==> config.mk <==
export PLATFORM = sky130hd
export DESIGN_NAME = processador_param
export DESIGN_NICKNAME = d
export VERILOG_FILES = /design/src/rtl/processador_pkg.sv /design/src/rtl/divisor_seq.sv /design/src/rtl/processador_param.sv
export SDC_FILE = /design/constraint.sdc
export NUM_CORES = 1
export LEC_CHECK = 0
export ABC_AREA = 1
export CAP_MARGIN = 20
export CORE_ASPECT_RATIO = 1.4
export CORE_UTILIZATION = 50
export CTS_CLUSTER_DIAMETER = 200
export DETAILED_ROUTE_END_ITERATION = 16
export DONT_BUFFER_PORTS = 1
export MAX_ROUTING_LAYER = met4
export PLACE_DENSITY = 0.68
export SYNTH_ARGS = -nofsm -noshare
export SYNTH_HDL_FRONTEND = slang
export SYNTH_SLANG_ARGS = --single-unit
==> constraint.sdc <==
create_clock -name clk -period 4.4 [get_ports clk]
set_clock_uncertainty 0.1 [all_clocks]
set_input_delay 0.66 -clock clk [delete_from_list [all_inputs] [get_ports clk]]
set_output_delay 0.66 -clock clk [all_outputs]
set_load 0.1 [all_outputs]
==> src/rtl/processador_pkg.sv <==
// Shared definitions for the parameterised processor core.
//   - opcode_t : 4-bit operation codes carried in instr[MSB -: OP_W]
//   - state_t  : control FSM states (single-cycle ops vs. iterative divide)
//   - flags_t  : status flags reported alongside each result
//   - FIELD_*  : field index of each register specifier; the field starts at
//                bit FIELD_x*AW, where AW = log2(NREGS)
package processador_pkg;

  localparam int OP_W     = 4;
  localparam int FIELD_RB = 0;
  localparam int FIELD_RA = 1;
  localparam int FIELD_RD = 2;
  localparam int FIELD_OP = 3;

  typedef enum logic [3:0] {
    OP_ADD = 4'h0,
    OP_SUB = 4'h1,
    OP_MUL = 4'h2,
    OP_DIV = 4'h3,
    OP_MOD = 4'h4,
    OP_AND = 4'h5,
    OP_OR  = 4'h6,
    OP_XOR = 4'h7,
    OP_NOT = 4'h8,
    OP_GT  = 4'h9,
    OP_GE  = 4'hA,
    OP_LT  = 4'hB,
    OP_LE  = 4'hC,
    OP_EQ  = 4'hD,
    OP_LDI = 4'hE,
    OP_NOP = 4'hF
  } opcode_t;

  typedef enum logic {
    ST_IDLE = 1'b0,
    ST_DIV  = 1'b1
  } state_t;

  typedef struct packed {
    logic zero;
    logic carry;
    logic ovf;
    logic div0;
  } flags_t;

endpackage

==> src/rtl/divisor_seq.sv <==
// Iterative restoring divider, one quotient bit per clock.
//   start     : load operands (single-cycle pulse)
//   dividend  : numerator, sampled on start
//   divisor   : denominator, sampled on start
//   done      : high during the cycle whose rising edge completes the last step;
//               quotient/remainder are valid in that same cycle
//   quotient  : result of the final step (combinational)
//   remainder : remainder of the final step (combinational)
//   div0      : latched divisor was zero
// Dividing by zero needs no special case: every trial subtraction succeeds,
// so the quotient fills with ones and the remainder collects the dividend.
module divisor_seq #(
  parameter int WIDTH = 8
) (
  input  logic             clk,
  input  logic             rst_n,
  input  logic             start,
  input  logic [WIDTH-1:0] dividend,
  input  logic [WIDTH-1:0] divisor,
  output logic             done,
  output logic [WIDTH-1:0] quotient,
  output logic [WIDTH-1:0] remainder,
  output logic             div0
);

  localparam int CW = $clog2(WIDTH);

  logic             busy;
  logic [CW-1:0]    count;
  logic [WIDTH-1:0] q_r, rem_r, dvs_r;
  logic [WIDTH:0]   rem_shift;
  logic [WIDTH-1:0] trial, q_next, rem_next;
  logic             fits;

  // NOTE: every variable assigned in always_comb gets a value on every path
  // (here unconditionally first), otherwise synthesis infers a latch.
  always_comb begin
    rem_shift = {rem_r, q_r[WIDTH-1]};
    fits      = (rem_shift >= {1'b0, dvs_r});
    // When the trial fits, the true difference is below dvs_r, so the low
    // WIDTH bits hold it exactly.
    trial     = rem_shift[WIDTH-1:0] - dvs_r;
    rem_next  = fits ? trial : rem_shift[WIDTH-1:0];
    q_next    = {q_r[WIDTH-2:0], fits};
  end

  assign done      = busy && (count == CW'(WIDTH - 1));
  assign quotient  = q_next;
  assign remainder = rem_next;
  assign div0      = (dvs_r == '0);

  // NOTE: state registers use non-blocking assignments so every flop samples
  // pre-edge values regardless of statement order.
  always_ff @(posedge clk or negedge rst_n) begin
    if (!rst_n) begin
      busy  <= 1'b0;
      count <= '0;
      q_r   <= '0;
      rem_r <= '0;
      dvs_r <= '0;
    end else if (start) begin
      busy  <= 1'b1;
      count <= '0;
      q_r   <= dividend;
      rem_r <= '0;
      dvs_r <= divisor;
    end else if (busy) begin
      q_r   <= q_next;
      rem_r <= rem_next;
      count <= count + 1'b1;
      if (done) busy <= 1'b0;
    end
  end

endmodule

==> src/rtl/processador_param.sv <==
// Parameterised register-file processor core.
//   clk, rst_n        : clock, asynchronous active-low reset
//   instr_valid/ready : instruction handshake; ready is low only while dividing
//   instr             : {op[3:0], rd, ra, rb}, MSB first
//   imm               : LDI immediate, sampled at acceptance
//   res_valid         : one-cycle pulse after result/flags are updated
//   result, *_flag    : last result and its flags, held between pulses
//   dbg_addr/dbg_data : combinational register-file read port
// Single-cycle ops write back on the acceptance edge; DIV/MOD hand off to
// divisor_seq and write back WIDTH edges later.
module processador_param
  import processador_pkg::*;
#(
  parameter int WIDTH = 8,
  parameter int NREGS = 8
) (
  input  logic                              clk,
  input  logic                              rst_n,
  input  logic                              instr_valid,
  output logic                              instr_ready,
  input  logic [OP_W+3*$clog2(NREGS)-1:0]   instr,
  input  logic [WIDTH-1:0]                  imm,
  output logic                              res_valid,
  output logic [WIDTH-1:0]                  result,
  output logic                              zero_flag,
  output logic                              carry_flag,
  output logic                              overflow_flag,
  output logic                              div0_flag,
  input  logic [$clog2(NREGS)-1:0]          dbg_addr,
  output logic [WIDTH-1:0]                  dbg_data
);

  localparam int AW = $clog2(NREGS);

  opcode_t          op;
  logic [AW-1:0]    rd, ra, rb;
  logic [WIDTH-1:0] regs [NREGS];
  logic [WIDTH-1:0] a, b;

  assign op = opcode_t'(instr[FIELD_OP*AW +: OP_W]);
  assign rd = instr[FIELD_RD*AW +: AW];
  assign ra = instr[FIELD_RA*AW +: AW];
  assign rb = instr[FIELD_RB*AW +: AW];
  assign a  = regs[ra];
  assign b  = regs[rb];

  assign dbg_data = regs[dbg_addr];

  state_t state_q, state_d;
  logic   accept, is_div, start_div;

  assign instr_ready = (state_q == ST_IDLE);
  assign accept      = instr_valid && instr_ready;
  assign is_div      = (op == OP_DIV) || (op == OP_MOD);
  assign start_div   = accept && is_div;

  // Single-cycle ALU
  logic [WIDTH:0]     sum, diff;
  logic [2*WIDTH-1:0] prod;
  logic [WIDTH-1:0]   alu_res;
  logic               alu_carry, alu_ovf;

  always_comb begin
    sum       = {1'b0, a} + {1'b0, b};
    diff      = {1'b0, a} - {1'b0, b};
    prod      = {{WIDTH{1'b0}}, a} * {{WIDTH{1'b0}}, b};
    alu_res   = '0;
    alu_carry = 1'b0;
    alu_ovf   = 1'b0;
    case (op)
      OP_ADD: begin
        alu_res   = sum[WIDTH-1:0];
        alu_carry = sum[WIDTH];
        alu_ovf   = (a[WIDTH-1] == b[WIDTH-1]) && (sum[WIDTH-1] != a[WIDTH-1]);
      end
      OP_SUB: begin
        alu_res   = diff[WIDTH-1:0];
        alu_carry = diff[WIDTH];  // borrow, i.e. a < b
        alu_ovf   = (a[WIDTH-1] != b[WIDTH-1]) && (diff[WIDTH-1] != a[WIDTH-1]);
      end
      OP_MUL: begin
        alu_res   = prod[WIDTH-1:0];
        alu_carry = |prod[2*WIDTH-1:WIDTH];
      end
      OP_AND:  alu_res = a & b;
      OP_OR:   alu_res = a | b;
      OP_XOR:  alu_res = a ^ b;
      OP_NOT:  alu_res = ~a;
      OP_GT:   alu_res = WIDTH'(a >  b);
      OP_GE:   alu_res = WIDTH'(a >= b);
      OP_LT:   alu_res = WIDTH'(a <  b);
      OP_LE:   alu_res = WIDTH'(a <= b);
      OP_EQ:   alu_res = WIDTH'(a == b);
      OP_LDI:  alu_res = imm;
      default: alu_res = '0;  // DIV/MOD come from the divider, NOP writes nothing
    endcase
  end

  // Iterative divider
  logic             div_done, div_zero;
  logic [WIDTH-1:0] div_q, div_r;

  divisor_seq #(.WIDTH(WIDTH)) u_div (
    .clk       (clk),
    .rst_n     (rst_n),
    .start     (start_div),
    .dividend  (a),
    .divisor   (b),
    .done      (div_done),
    .quotient  (div_q),
    .remainder (div_r),
    .div0      (div_zero)
  );

  // Control FSM
  always_comb begin
    state_d = state_q;
    case (state_q)
      ST_IDLE: if (start_div) state_d = ST_DIV;
      ST_DIV:  if (div_done)  state_d = ST_IDLE;
      default: state_d = ST_IDLE;
    endcase
  end

  always_ff @(posedge clk or negedge rst_n) begin
    if (!rst_n) state_q <= ST_IDLE;
    else        state_q <= state_d;
  end

  // Writeback selection: divider completion and a single-cycle accept are
  // mutually exclusive because accept needs IDLE and done needs DIV.
  logic [AW-1:0]    rd_q;
  logic             mod_q;
  logic             wr_en;
  logic [AW-1:0]    wr_addr;
  logic [WIDTH-1:0] wr_data;
  flags_t           wr_flags, flags_q;

  always_comb begin
    wr_en    = 1'b0;
    wr_addr  = rd;
    wr_data  = alu_res;
    wr_flags = '0;
    if (div_done) begin
      wr_en         = 1'b1;
      wr_addr       = rd_q;
      wr_data       = mod_q ? div_r : div_q;
      wr_flags.div0 = div_zero;
    end else if (accept && !is_div && (op != OP_NOP)) begin
      wr_en          = 1'b1;
      wr_flags.carry = alu_carry;
      wr_flags.ovf   = alu_ovf;
    end
    wr_flags.zero = (wr_data == '0);
  end

  // NOTE: the register file is reset like ordinary flops because the core
  // must power up with every register reading zero; this rules out mapping
  // it onto a RAM macro.
  always_ff @(posedge clk or negedge rst_n) begin
    if (!rst_n) begin
      for (int i = 0; i < NREGS; i++) regs[i] <= '0;
      result    <= '0;
      flags_q   <= '0;
      res_valid <= 1'b0;
      rd_q      <= '0;
      mod_q     <= 1'b0;
    end else begin
      res_valid <= 1'b0;
      if (start_div) begin
        rd_q  <= rd;
        mod_q <= (op == OP_MOD);
      end
      if (wr_en) begin
        regs[wr_addr] <= wr_data;
        result        <= wr_data;
        flags_q       <= wr_flags;
        res_valid     <= 1'b1;
      end
    end
  end

  assign zero_flag     = flags_q.zero;
  assign carry_flag    = flags_q.carry;
  assign overflow_flag = flags_q.ovf;
  assign div0_flag     = flags_q.div0;

endmodule

; ---- Word level (Yosys, flattened, before mapping)
; Cells that the tools add are included.
[classes]
n_eq_ne = 21
magnitude_cmp = 10
bitwise = 9
add_sub_neg = 4
n_reduce_logical = 15
multipliers = 1
mux = 36
[ops]
columns = cell, n
row1 = 8-bit two-way mux, 14
row2 = 8-bit one-hot mux with 13 select lines, 1
row3 = 8-bit binary-select mux with 3-bit select, 3
row4 = 64-bit bitwise mux, 1
row5 = "4-bit equality test, second input constant", 7
row6 = 8-bit demux with 3-bit select, 1
row7 = "4-bit by 3-bit equality test with 1-bit output, second input constant", 4
row8 = "4-bit greater-or-equal comparator, second input constant", 4
row9 = 8-bit zero test, 2
row10 = 8-bit by 8-bit multiplier with 16-bit output, 1
row11 = 3-bit NOT with 4-bit output, 4
row12 = 8-bit by 8-bit adder with 9-bit output, 1
row13 = 9-bit by 8-bit greater-or-equal comparator with 1-bit output, 1
row14 = 3-bit two-way mux, 3
row15 = 8-bit by 8-bit subtractor with 9-bit output, 1
row16 = 8-bit AND, 1
row17 = "4-bit by 2-bit equality test with 1-bit output, second input constant", 2
row18 = 8-bit equality test, 1
row19 = 8-bit greater-or-equal comparator, 1
row20 = 8-bit > comparator, 1
row21 = 8-bit less-or-equal comparator, 1
row22 = 1-bit logical AND, 8
row23 = 8-bit < comparator, 1
row24 = 1-bit two-way mux, 8
row25 = 20 further kinds, 24
[word_totals]
inputBits = 27
word_cells = 118
register_bits = 110
output_inout_bits = 22

; ---- Depth between registers and ports, before layout
; Gate-level depths: netlist of run 1.
[depth]
ltp_word = 10
ltp_mapped = 32
mapped_depth_nobuf = 30

; ---- Hierarchy
; A second synthesis of run 1 with hierarchy kept.
[unflattened]
hier_cells = 1554
area_unflattened_um2 = 10622.7
[by_module_without_submodules]
columns = module, seq_area_each_um2, area_per_inst_um2, n_inst, cells_each
row1 = processador_param, 2052.0, 8814.7, 1, 1324
row2 = divisor_seq, 700.7, 1808.0, 1, 230

; ---- Least setup slack after synthesis of run 1
; OpenSTA, ideal clock, no wires.
[synth_path]
path_type = in2reg
from = input instr[1]
to = register flags_q (netlist bit carry_flag)
t_arrival_ns = 5.255
setup_slack_ns = -1.075
path_buffers = 2
cell_stages = 31
path_cell_list = buf_2 > inv_1 > clkbuf_1 > a21oi_1 > o21ai_0 > nand2_1 > nand2_1 > o21ai_1 > inv_1 > nor2_1 > fa_1 > inv_1 > fa_1 > fa_1 > fa_1 > inv_1 > ha_1 > inv_1 > o21ai_0 > a21oi_1 > nand2_1 > nand2_1 > nand2_1 > nand2_1 > nand2_1 > nor2_1 > nand3_1 > nand2_1 > nand2_1 > nand2_1 > nand2_1
[synth_via]
elab_chain_cells = 9
[synth_lines]
columns = item, line
row1 = from (decl), processador_param.sv:21  ; input logic [OP_W+3*$clog2(NREGS)-1:0] instr,
row2 = 3-bit NOT with 4-bit output (not written as such) (*), processador_param.sv:45  ; assign b = regs[rb];
row3 = 8-bit binary-select mux with 3-bit select (*), processador_param.sv:45
row4 = 8-bit two-way mux (not written as such) (*) (2 in a row), processador_param.sv:45
row5 = via b[7], processador_param.sv:38  ; logic [WIDTH-1:0] a, b;
row6 = 8-bit by 8-bit multiplier with 16-bit output, processador_param.sv:66  ; prod = {{WIDTH{1'b0}}, a} * {{WIDTH{1'b0}}, b};
row7 = 8-bit OR reduction, processador_param.sv:83  ; alu_carry = |prod[2*WIDTH-1:WIDTH];
row8 = 1-bit one-hot mux with 3 select lines (*), processador_param.sv:70  ; case (op)
row9 = 2-bit two-way mux (*), processador_param.sv:149  ; end else if (accept && !is_div && (op != OP_NOP)) begin
row10 = 2-bit two-way mux (*), processador_param.sv:144  ; if (div_done) begin
row11 = to (signal assigned), processador_param.sv:177  ; flags_q <= wr_flags;
row12 = to (decl), processador_param.sv:137  ; flags_t wr_flags, flags_q;
; Mark *: on every way through the listed nets, which the timed path passes. The rest lies on a longest branch. The select of a mux whose other input is x is not followed.
; A chain may end at the register's enable or synchronous reset.

; ---- Final worst setup path of run 1
[layout_path]
from = input instr[0]
to = register flags_q (netlist bit zero_flag)
[layout_via]
elab_chain_cells = 8
[layout_lines]
columns = item, line
row1 = 3-bit NOT with 4-bit output (not written as such) (*), processador_param.sv:45
row2 = 8-bit binary-select mux with 3-bit select (*), processador_param.sv:45
row3 = 8-bit two-way mux (not written as such) (*) (2 in a row), processador_param.sv:45
row4 = via b[3], processador_param.sv:38
row5 = 8-bit by 8-bit multiplier with 16-bit output (tied with other cells), processador_param.sv:66
row6 = 8-bit one-hot mux with 13 select lines (*), processador_param.sv:70
row7 = 8-bit two-way mux (*), processador_param.sv:144
row8 = 8-bit zero test (*), processador_param.sv:154  ; wr_flags.zero = (wr_data == '0);
; Marked as above.

==> impl_metrics.json, run 1 <==
{
  "end_kind": "register",
  "area_growth_pct": 24.64,
  "synthFlopType": "dfrtp_1",
  "setup_violations": 38,
  "setup_ws_ps": -589.4,
  "start_kind": "input pin",
  "ys_seq_area_share_pct": 26.44,
  "synth.top_cell.area_share_pct": 26.44,
  "wire_per_inst_um": 18.31,
  "syn-num-nets": 1679,
  "via_per_inst": 5.672,
  "cap_violations": 0,
  "io_pins": 49,
  "synthCells": 1543,
  "track_usage_pct": 35.28,
  "cpMaxStageDelayCell": "fa_1",
  "start_util_pct": 50.83,
  "grt_pass1_vias": 10846,
  "worst-path-buf-inv": 8,
  "min_period_ps": 4989,
  "slew_headroom_pct": 34.78,
  "crit_top_cell": "inv_2",
  "rsz0062_at_grt": "true",
  "leakagePower_nw": 6.518,
  "antenna_found_initial": 1,
  "peakVddDrop_mv": 0.7489,
  "outcome": "finished, violations left",
  "arrival_ps": 5190,
  "drive_above_1_share_pct": 22.09,
  "insertion_delay_ps": 370,
  "violations": "setup timing",
  "ys_warn_count": 0,
  "async_reset_ff_share_pct": 100.0,
  "worstMarginPinSlew_ps": 978.3,
  "grt_max_degree": 111,
  "cts.sinks": 110,
  "fin_nets": 1824,
  "crit_family": "adder cells",
  "via_count": 11060,
  "antenna_left": 0,
  "cts_buffers": 9,
  "cts-root-buf": "clkbuf_16",
  "fmax_ghz": 0.2004,
  "grt_most_used_layer": "met2",
  "drt-total-wl_um": 35700,
  "dp_cells": 1911,
  "dieArea_um2": 21410,
  "core_um2": 20480,
  "slowest_delay_ps": 570,
  "drt-initial-drc-count": 866,
  "clockBufferDepth": 2,
  "port_buffers": 0,
  "dr.pass1.iters": 6,
  "yosysTopAreaCell": "dfrtp_1",
  "row_count": 62,
  "grt_pass1_wl_um": 55770,
  "synth.distinct_cells": 46,
  "use_met3_pct": 4.255,
  "synth.most_common_cell": "nand2_1",
  "fin_cells": 1950,
  "maxSlewViolCount": 0,
  "synthTopCellsByArea": "dfrtp_1, nand2_1, inv_1",
  "worstPathMaxFanout": 33,
  "cp.required_ps": 4600,
  "critPathKind": "input pin to register",
  "pre_cts_ws_ps": -1458,
  "use_met1_pct": 40.52,
  "powerDensity_nw_per_um2": 898.1,
  "synth-edff-count": 0,
  "avgSynthCellArea_um2": 6.747,
  "tns_ps": -15930,
  "die_h_um": 172.7,
  "timing_hold_violations_final": 0,
  "synth_area_um2": 10410,
  "finalCritPeriodShare_pct": 113.4,
  "die_x_um": 124.0,
  "hpwlAfterDp_um": 26650,
  "place.gp.congestion": 1.022,
  "drc": 0,
  "hold_path_class": "input pin to async pin",
  "clkTransAtPathRegs_ps": 80,
  "cts-htree-levels": 3,
  "yosys-top-cells-count": "nand2_1, inv_1, o21ai_0",
  "grt_overflow": 0,
  "gr-usage-met2_pct": 59.51,
  "ys_ff_latch": 110,
  "cts_tree": "yes"
}
-- worst register-to-register path: stages, from the launching register on --
cell and delay [ps]:
dfrtp_1 360, inv_1 120, a21oi_1 100, o21ai_0 90, nand2_1 110, o21ai_4 300
buf_4 190, nor2_2 30, fa_1 490, inv_2 50, fa_1 480, fa_2 590
fa_1 420, inv_2 80, ha_4 210, buf_4 140, o21ai_4 180, nand4_1 250
nand2_2 180, nand2_4 100, nor2_1 110, nand3_1 90, nand2_1 70
-- layer usage --
metal  share of wire (%)  vias to the layer above
met2                  50                      398
met4                 5.5                        0
met1                  39                     5263
met3                 5.2                      118
li1                    -                     5281
met5                   0                        -
-- final timing paths --
path	start	endpoint	slack (ps)	cells past startpoint
max	instr[0]	zero_flag	-590	28
min	rst_n	regs[26]	120	1
max reg2reg	regs[41]	zero_flag	-510	22
min reg2reg	rd_q[2]	rd_q[2]	390	2
max in group asynchronous	rst_n	regs[59]	3600	1
min in group clk	instr[8]	rd_q[2]	360	2
-- cells by family (layout without fill, tap and decap cells) --
group | Yosys count | count (layout) | share of synthesized area (%)
DFF | 110 | 110 | 26.44
other | 0 | 1 | 0
adders and majority gates | 109 | 109 | 15.91
buffers and inverters | 308 | 458 | 11.63
AOI/OAI and AO/OA | 321 | 321 | 17.20
and+or+nand+nor | 689 | 689 | 28.31
xor gates and xnor gates | 6 | 6 | 0.5048
-- timing repair --
item / 4_1_cts / 5_1_grt
gates cloned: 1 / 0
gates resized for setup: 48 / 86
pin swaps: 38 / 45
hold endpoints to repair: 110 / 0
setup buffers: 17 / 6
hold buffers: 1 / 0
setup endpoints to repair: 38 / 47
-- registers in the layout (all words and copies together) (netlist names), 3 cells and up --
name and count:
rd_q 3, regs 64, result 8, u_div.count 3, u_div.dvs_r 8, u_div.q_r 8, u_div.rem_r 8
-- power breakdown --
part / switching, mW / total [mW] / internal (mW) / leakage [nW]
Combinational: 4.93 / 8.64 / 3.71 / 5.00
Clock: 0.429 / 0.901 / 0.472 / 0.155
Sequential: 0.640 / 2.11 / 1.47 / 1.37
-- cells in the final DEF (no fill, tap or decap), types with 3 or more instances in the layout --
| master | count |
|---|---|
| a21oi_1 | 87 |
| a21oi_2 | 12 |
| a21oi_4 | 5 |
| a221oi_1 | 8 |
| a31o_2 | 4 |
| a31oi_1 | 10 |
| a31oi_2 | 8 |
| buf_12 | 8 |
| buf_4 | 168 |
| buf_6 | 9 |
| clkbuf_16 | 9 |
| dfrtp_1 | 110 |
| fa_1 | 36 |
| fa_2 | 3 |
| ha_1 | 59 |
| ha_4 | 9 |
| inv_1 | 216 |
| inv_2 | 32 |
| inv_6 | 3 |
| nand2_1 | 385 |
| nand2_2 | 27 |
| nand2_4 | 6 |
| nand3_1 | 107 |
| nand3_2 | 7 |
| nand4_1 | 17 |
| nor2_1 | 106 |
| nor2_2 | 13 |
| nor3_4 | 10 |
| nor4_1 | 3 |
| o211ai_1 | 4 |
| o21ai_0 | 105 |
| o21ai_1 | 37 |
| o21ai_2 | 12 |
| o21ai_4 | 10 |
| o221ai_1 | 8 |
| or2_2 | 3 |
| xor2_1 | 4 |
-- metrics by stage --
step / instance area (µm²) / total power, mW / hold WS, ps / utilization (%)
2_1_floorplan: 10730 / 7.078 / 264.4 / -
3_3_place_gp: 12080 / 9.609 / 268.1 / 58.98
3_5_place_dp: 12080 / 9.744 / 267.2 / 58.98
4_1_cts: 12710 / 11.17 / 170.7 / 62.05
5_1_grt: 12970 / 12.72 / 165.4 / 63.36
6_report: 12970 / 11.65 / 116.2 / 63.36
-- area by class of cell --
| type | instances | area [µm²] |
|---|---|---|
| Clock inverter | 5 | 75.07 |
| Timing Repair Buffer | 188 | 1580 |
| Fill cell | 1898 | 7505 |
| Clock buffer | 11 | 242.7 |
| Inverter | 254 | 965.9 |
| Multi-Input combinational cell | 1125 | 7036 |
| Sequential cell | 110 | 2753 |
| Tap cell | 256 | 320.3 |
| Antenna cell | 1 | 2.502 |
Power figures use the tool's default switching activity.
==> inputs of run 2 (changes only) <==
Settings changed: CORE_MARGIN set to 4, CORE_UTILIZATION 50 to 30, PLACE_DENSITY 0.68 to unset.
==> impl_metrics.json, run 2 (synthesis gave the netlist of run 1 again) <==
{
  "pwr-share-comb_pct": 75.0,
  "final_common_cell": "nand2_1",
  "dr.pass1.iters": 5,
  "rr_worst_depth": 29,
  "drt-total-wl_um": 39930,
  "netSwitchingPower_mw": 6.281,
  "clockBufferDepth": 2,
  "end_kind": "register",
  "slew_headroom_pct": 31.41,
  "port_buffers": 0,
  "wire_per_inst_um": 18.44,
  "seqPwrFrac_pct": 17.6,
  "rsz0062_at_grt": "true",
  "setup_violations": 37,
  "outcome": "finished, violations left",
  "crit_family": "adder cells",
  "io_pins": 49,
  "powerDensity_nw_per_um2": 900.1,
  "largest_reg_flops": 64,
  "grt_overflow": 0,
  "cts.sinks": 110,
  "power.internal_mw": 5.985,
  "antenna_left": 0,
  "track_usage_pct": 21.55,
  "worstPathMaxFanout": 5,
  "worst-path-buf-inv": 5,
  "die_h_um": 228.4,
  "fin_cells": 2166,
  "finalCritPeriodShare_pct": 110.2,
  "place.gp.congestion": 1.018,
  "arrival_ps": 5030,
  "cap_violations": 0,
  "maxSlewViolCount": 0,
  "core_um2": 34130,
  "leakagePower_nw": 6.635,
  "start_kind": "register",
  "regMostFlops": "regs",
  "antenna_found_initial": 3,
  "cts_tree": "yes",
  "path_depth": 29,
  "fmax_ghz": 0.2061,
  "row_count": 80,
  "power_mw": 12.27,
  "critPathKind": "register to register",
  "setup_ws_ps": -451.0,
  "clkTransAtPathRegs_ps": 90,
  "cts-root-buf": "clkbuf_16",
  "violations": "setup timing",
  "worstMarginPinSlew_ps": 1029,
  "cts_buffers": 9,
  "timing_hold_violations_final": 0,
  "dieArea_um2": 37790,
  "clkPwrFrac_pct": 7.4,
  "netSwitchingFraction_pct": 51.21,
  "hpwlAfterDp_um": 30460,
  "drive_above_1_share_pct": 25.64,
  "grt_pass1_vias": 11016,
  "slowest_delay_ps": 550,
  "hold_path_class": "input pin to async pin",
  "start_util_pct": 30.50,
  "dp_cells": 2111,
  "layout_common_cells": "nand2_1, inv_1, buf_4",
  "tns_ps": -9072,
  "via_count": 11073,
  "die_x_um": 165.4,
  "peakVddDrop_mv": 0.7175,
  "cp.required_ps": 4580,
  "drc": 0,
  "cpMaxStageDelayCell": "fa_1",
  "min_period_ps": 4851,
  "area_growth_pct": 30.90,
  "drt-initial-drc-count": 853,
  "grt_max_degree": 111,
  "grt_pass1_wl_um": 61130,
  "via_per_inst": 5.112,
  "cts-htree-levels": 3,
  "fin_nets": 1843,
  "finalHoldWorstSlack_ps": 85.56,
  "insertion_delay_ps": 380,
  "crit_top_cell": "nand2_1"
}
[run 2: per-layer routing]
layer	global-route usage, %	routed length [µm]	up-vias
met5	-	0	-
met4	12.17	2641	0
met3	2.183	1852	119
met2	37.43	20530	370
met1	23.75	14910	5273
li1	-	-	5311
[run 2: layout make-up]
type | count | area, µm²
sequential | 110 | 2753
multi-input combinational | 1125 | 7199
fill | 3498 | 20510
antenna | 3 | 7.507
timing repair buffer | 207 | 1793
clock inverter | 6 | 73.82
tap | 451 | 564.3
clock buffer | 10 | 239.0
inverter | 254 | 997.2
[run 2: final timing paths]
check	start	to	slack [ps]
setup / recovery	regs[53]	carry_flag	-450
hold / removal	rst_n	div0_flag	90
setup reg to reg	regs[53]	carry_flag	-450
hold reg to reg	rd_q[1]	rd_q[1]	390
max in group asynchronous	rst_n	regs[20]	3580
min in group clk	instr[7]	rd_q[1]	350
[run 2: power by group through the flow]
| stage | registers, mW | logic, mW | clock network [mW] |
|---|---|---|---|
| 2_1_floorplan | 2.02 | 5.06 | 0 |
| 3_3_place_gp | 2.14 | 7.82 | 0 |
| 3_5_place_dp | 2.15 | 7.92 | 0 |
| 4_1_cts | 2.15 | 8.68 | 0.927 |
| 5_1_grt | 2.20 | 10.2 | 0.955 |
| 6_report | 2.16 | 9.20 | 0.913 |
[run 2: metrics by stage]
stage	util (%)	instance area (µm²)	setup WS, ps
final	39.92	13630	-451.0
after global routing	39.92	13630	-723.2
after CTS	38.43	13120	-470.8
after detailed placement	36.18	12350	-1026
after global placement	36.18	12350	-996.5
after floorplan	-	10730	-494.3
[run 2: repair_timing]
action | CTS | global route
setup buffers | 19 | 16
endpoints found under the setup margin | 38 | 40
pin swaps | 44 | 60
resized for setup | 110 | 101
endpoints found under the hold margin | 110 | 0
gates cloned | 1 | 2
hold buffers | 1 | 0
==> inputs of run 3 (changes only) <==
Settings changed: CORE_UTILIZATION 30 to 40.
Clock period 4.4 ns to 4.65 ns, I/O delays scaled along.
==> impl_metrics.json, run 3 (synthesis gave the netlist of run 1 again) <==
{
  "via_count": 10923,
  "layout_common_cells": "nand2_1, inv_1, buf_4",
  "insertion_delay_ps": 370,
  "hold_path_class": "input pin to async pin",
  "crit_top_cell": "nand2_1",
  "fillCellCount": 2542,
  "cts-htree-levels": 3,
  "fmax_ghz": 0.2030,
  "start_util_pct": 40.74,
  "antenna_left": 0,
  "r2r-start": "regs[19]",
  "multi_input_comb_area_um2": 7122,
  "wire_per_inst_um": 18.69,
  "place.gp.congestion": 1.002,
  "drive_above_1_share_pct": 24.02,
  "dr.pass1.iters": 5,
  "drc": 0,
  "peakVddDrop_mv": 0.7484,
  "dp_cells": 1980,
  "cp.required_ps": 4820,
  "largest_reg_flops": 64,
  "rsz0062_at_grt": "true",
  "regMostFlops": "regs",
  "io_pins": 49,
  "cap_violations": 0,
  "row_count": 69,
  "cts_tree": "yes",
  "setup_ws_ps": -276.8,
  "reg2reg_slack_ps": -250,
  "grt_max_degree": 111,
  "critPathKind": "input pin to register",
  "drt-initial-drc-count": 887,
  "pre_cts_ws_ps": -905.9,
  "powerDensity_nw_per_um2": 850.0,
  "maxSlewViolCount": 0,
  "worstMarginPinSlew_ps": 1025,
  "clockBufferDepth": 2,
  "final_common_cell": "nand2_1",
  "track_usage_pct": 27.62,
  "cts_buffers": 9,
  "antenna_cells": 0,
  "fin_cells": 2022,
  "register_area_um2": 2753,
  "drt-total-wl_um": 37790,
  "violations": "setup timing",
  "grt_overflow": 0,
  "timing_hold_violations_final": 0,
  "leakagePower_nw": 6.560,
  "antenna_found_initial": 0,
  "finalHoldWorstSlack_ps": 170.6,
  "grt_pass1_wl_um": 59440,
  "core_um2": 25550,
  "setup_violations": 20,
  "via_per_inst": 5.402,
  "worstPathMaxFanout": 33,
  "hpwlAfterDp_um": 29100,
  "area_growth_pct": 26.71,
  "slowest_delay_ps": 530,
  "die_h_um": 198.9,
  "cpMaxStageDelayCell": "fa_1",
  "dieArea_um2": 28710,
  "min_period_ps": 4927,
  "finalCritPeriodShare_pct": 106.0,
  "cts-root-buf": "clkbuf_16",
  "die_x_um": 144.3,
  "crit_start": "instr[0]",
  "arrival_ps": 5090,
  "slew_headroom_pct": 31.67,
  "port_buffers": 0,
  "start_kind": "input pin",
  "outcome": "finished, violations left",
  "fin_nets": 1834,
  "cts.sinks": 110,
  "grt_pass1_vias": 10790,
  "clkTransAtPathRegs_ps": 90,
  "end_kind": "register"
}
-- run 3: path summary, 6_finish.rpt --
check                        endpoint  depth (start not counted)
min reg2reg                   rd_q[1]                          2
max reg2reg                carry_flag                         28
min                          regs[12]                          1
max in group asynchronous    regs[63]                          1
min in group clk              rd_q[1]                          2
max                        carry_flag                         29
-- run 3: cell type report --
class	instances	share of cell area [%]
timing repair buffer	198	12.35
tap	319	3.026
clock buffer	10	1.736
multi-input combinational	1125	53.99
clock inverter	6	0.4933
sequential	110	20.87
inverter	254	7.532
-- run 3: critical path, delay by kind of cell --
kind / cells / cell delay [ps]
AOI/OAI and AO/OA: 4 / 570
adders and majority gates: 5 / 2230
and+or+nand+nor: 13 / 980
buffers and inverters: 7 / 590
-- run 3: repair_timing --
action	in CTS	in global routing
gates resized for setup	84	102
buffers inserted	13	16
hold endpoints to repair	110	0
pin swaps	56	62
hold buffers	1	0
endpoints found under the setup margin	37	37
-- run 3: stage by stage --
step	total power [mW]	util, %	TNS [ps]	area (µm²)
global route	12.30	51.62	-9708	13190
detailed placement	9.324	47.53	-27930	12150
floorplan	6.693	-	-1389	10730
global placement	9.210	47.53	-26350	12150
CTS	10.56	49.93	-1778	12760
finish	11.21	51.62	-2857	13190
-- run 3: metal layers --
metal	wire [µm]	part of all wire, %	track usage, %	up-vias
met3	1639	4.3	3.054	102
met4	2047	5.4	13.52	0
met1	14980	40	31.98	5169
met5	0	0	-	-
li1	-	-	-	5312
met2	19110	51	47.21	340
-- run 3: report_power, final --
| part | leakage (nW) | internal (mW) | switching [mW] |
|---|---|---|---|
| Combinational | 5.05 | 3.64 | 4.76 |
| Clock | 0.144 | 0.382 | 0.421 |
| Sequential | 1.37 | 1.39 | 0.623 |
| Total | 6.56 | 5.41 | 5.80 |
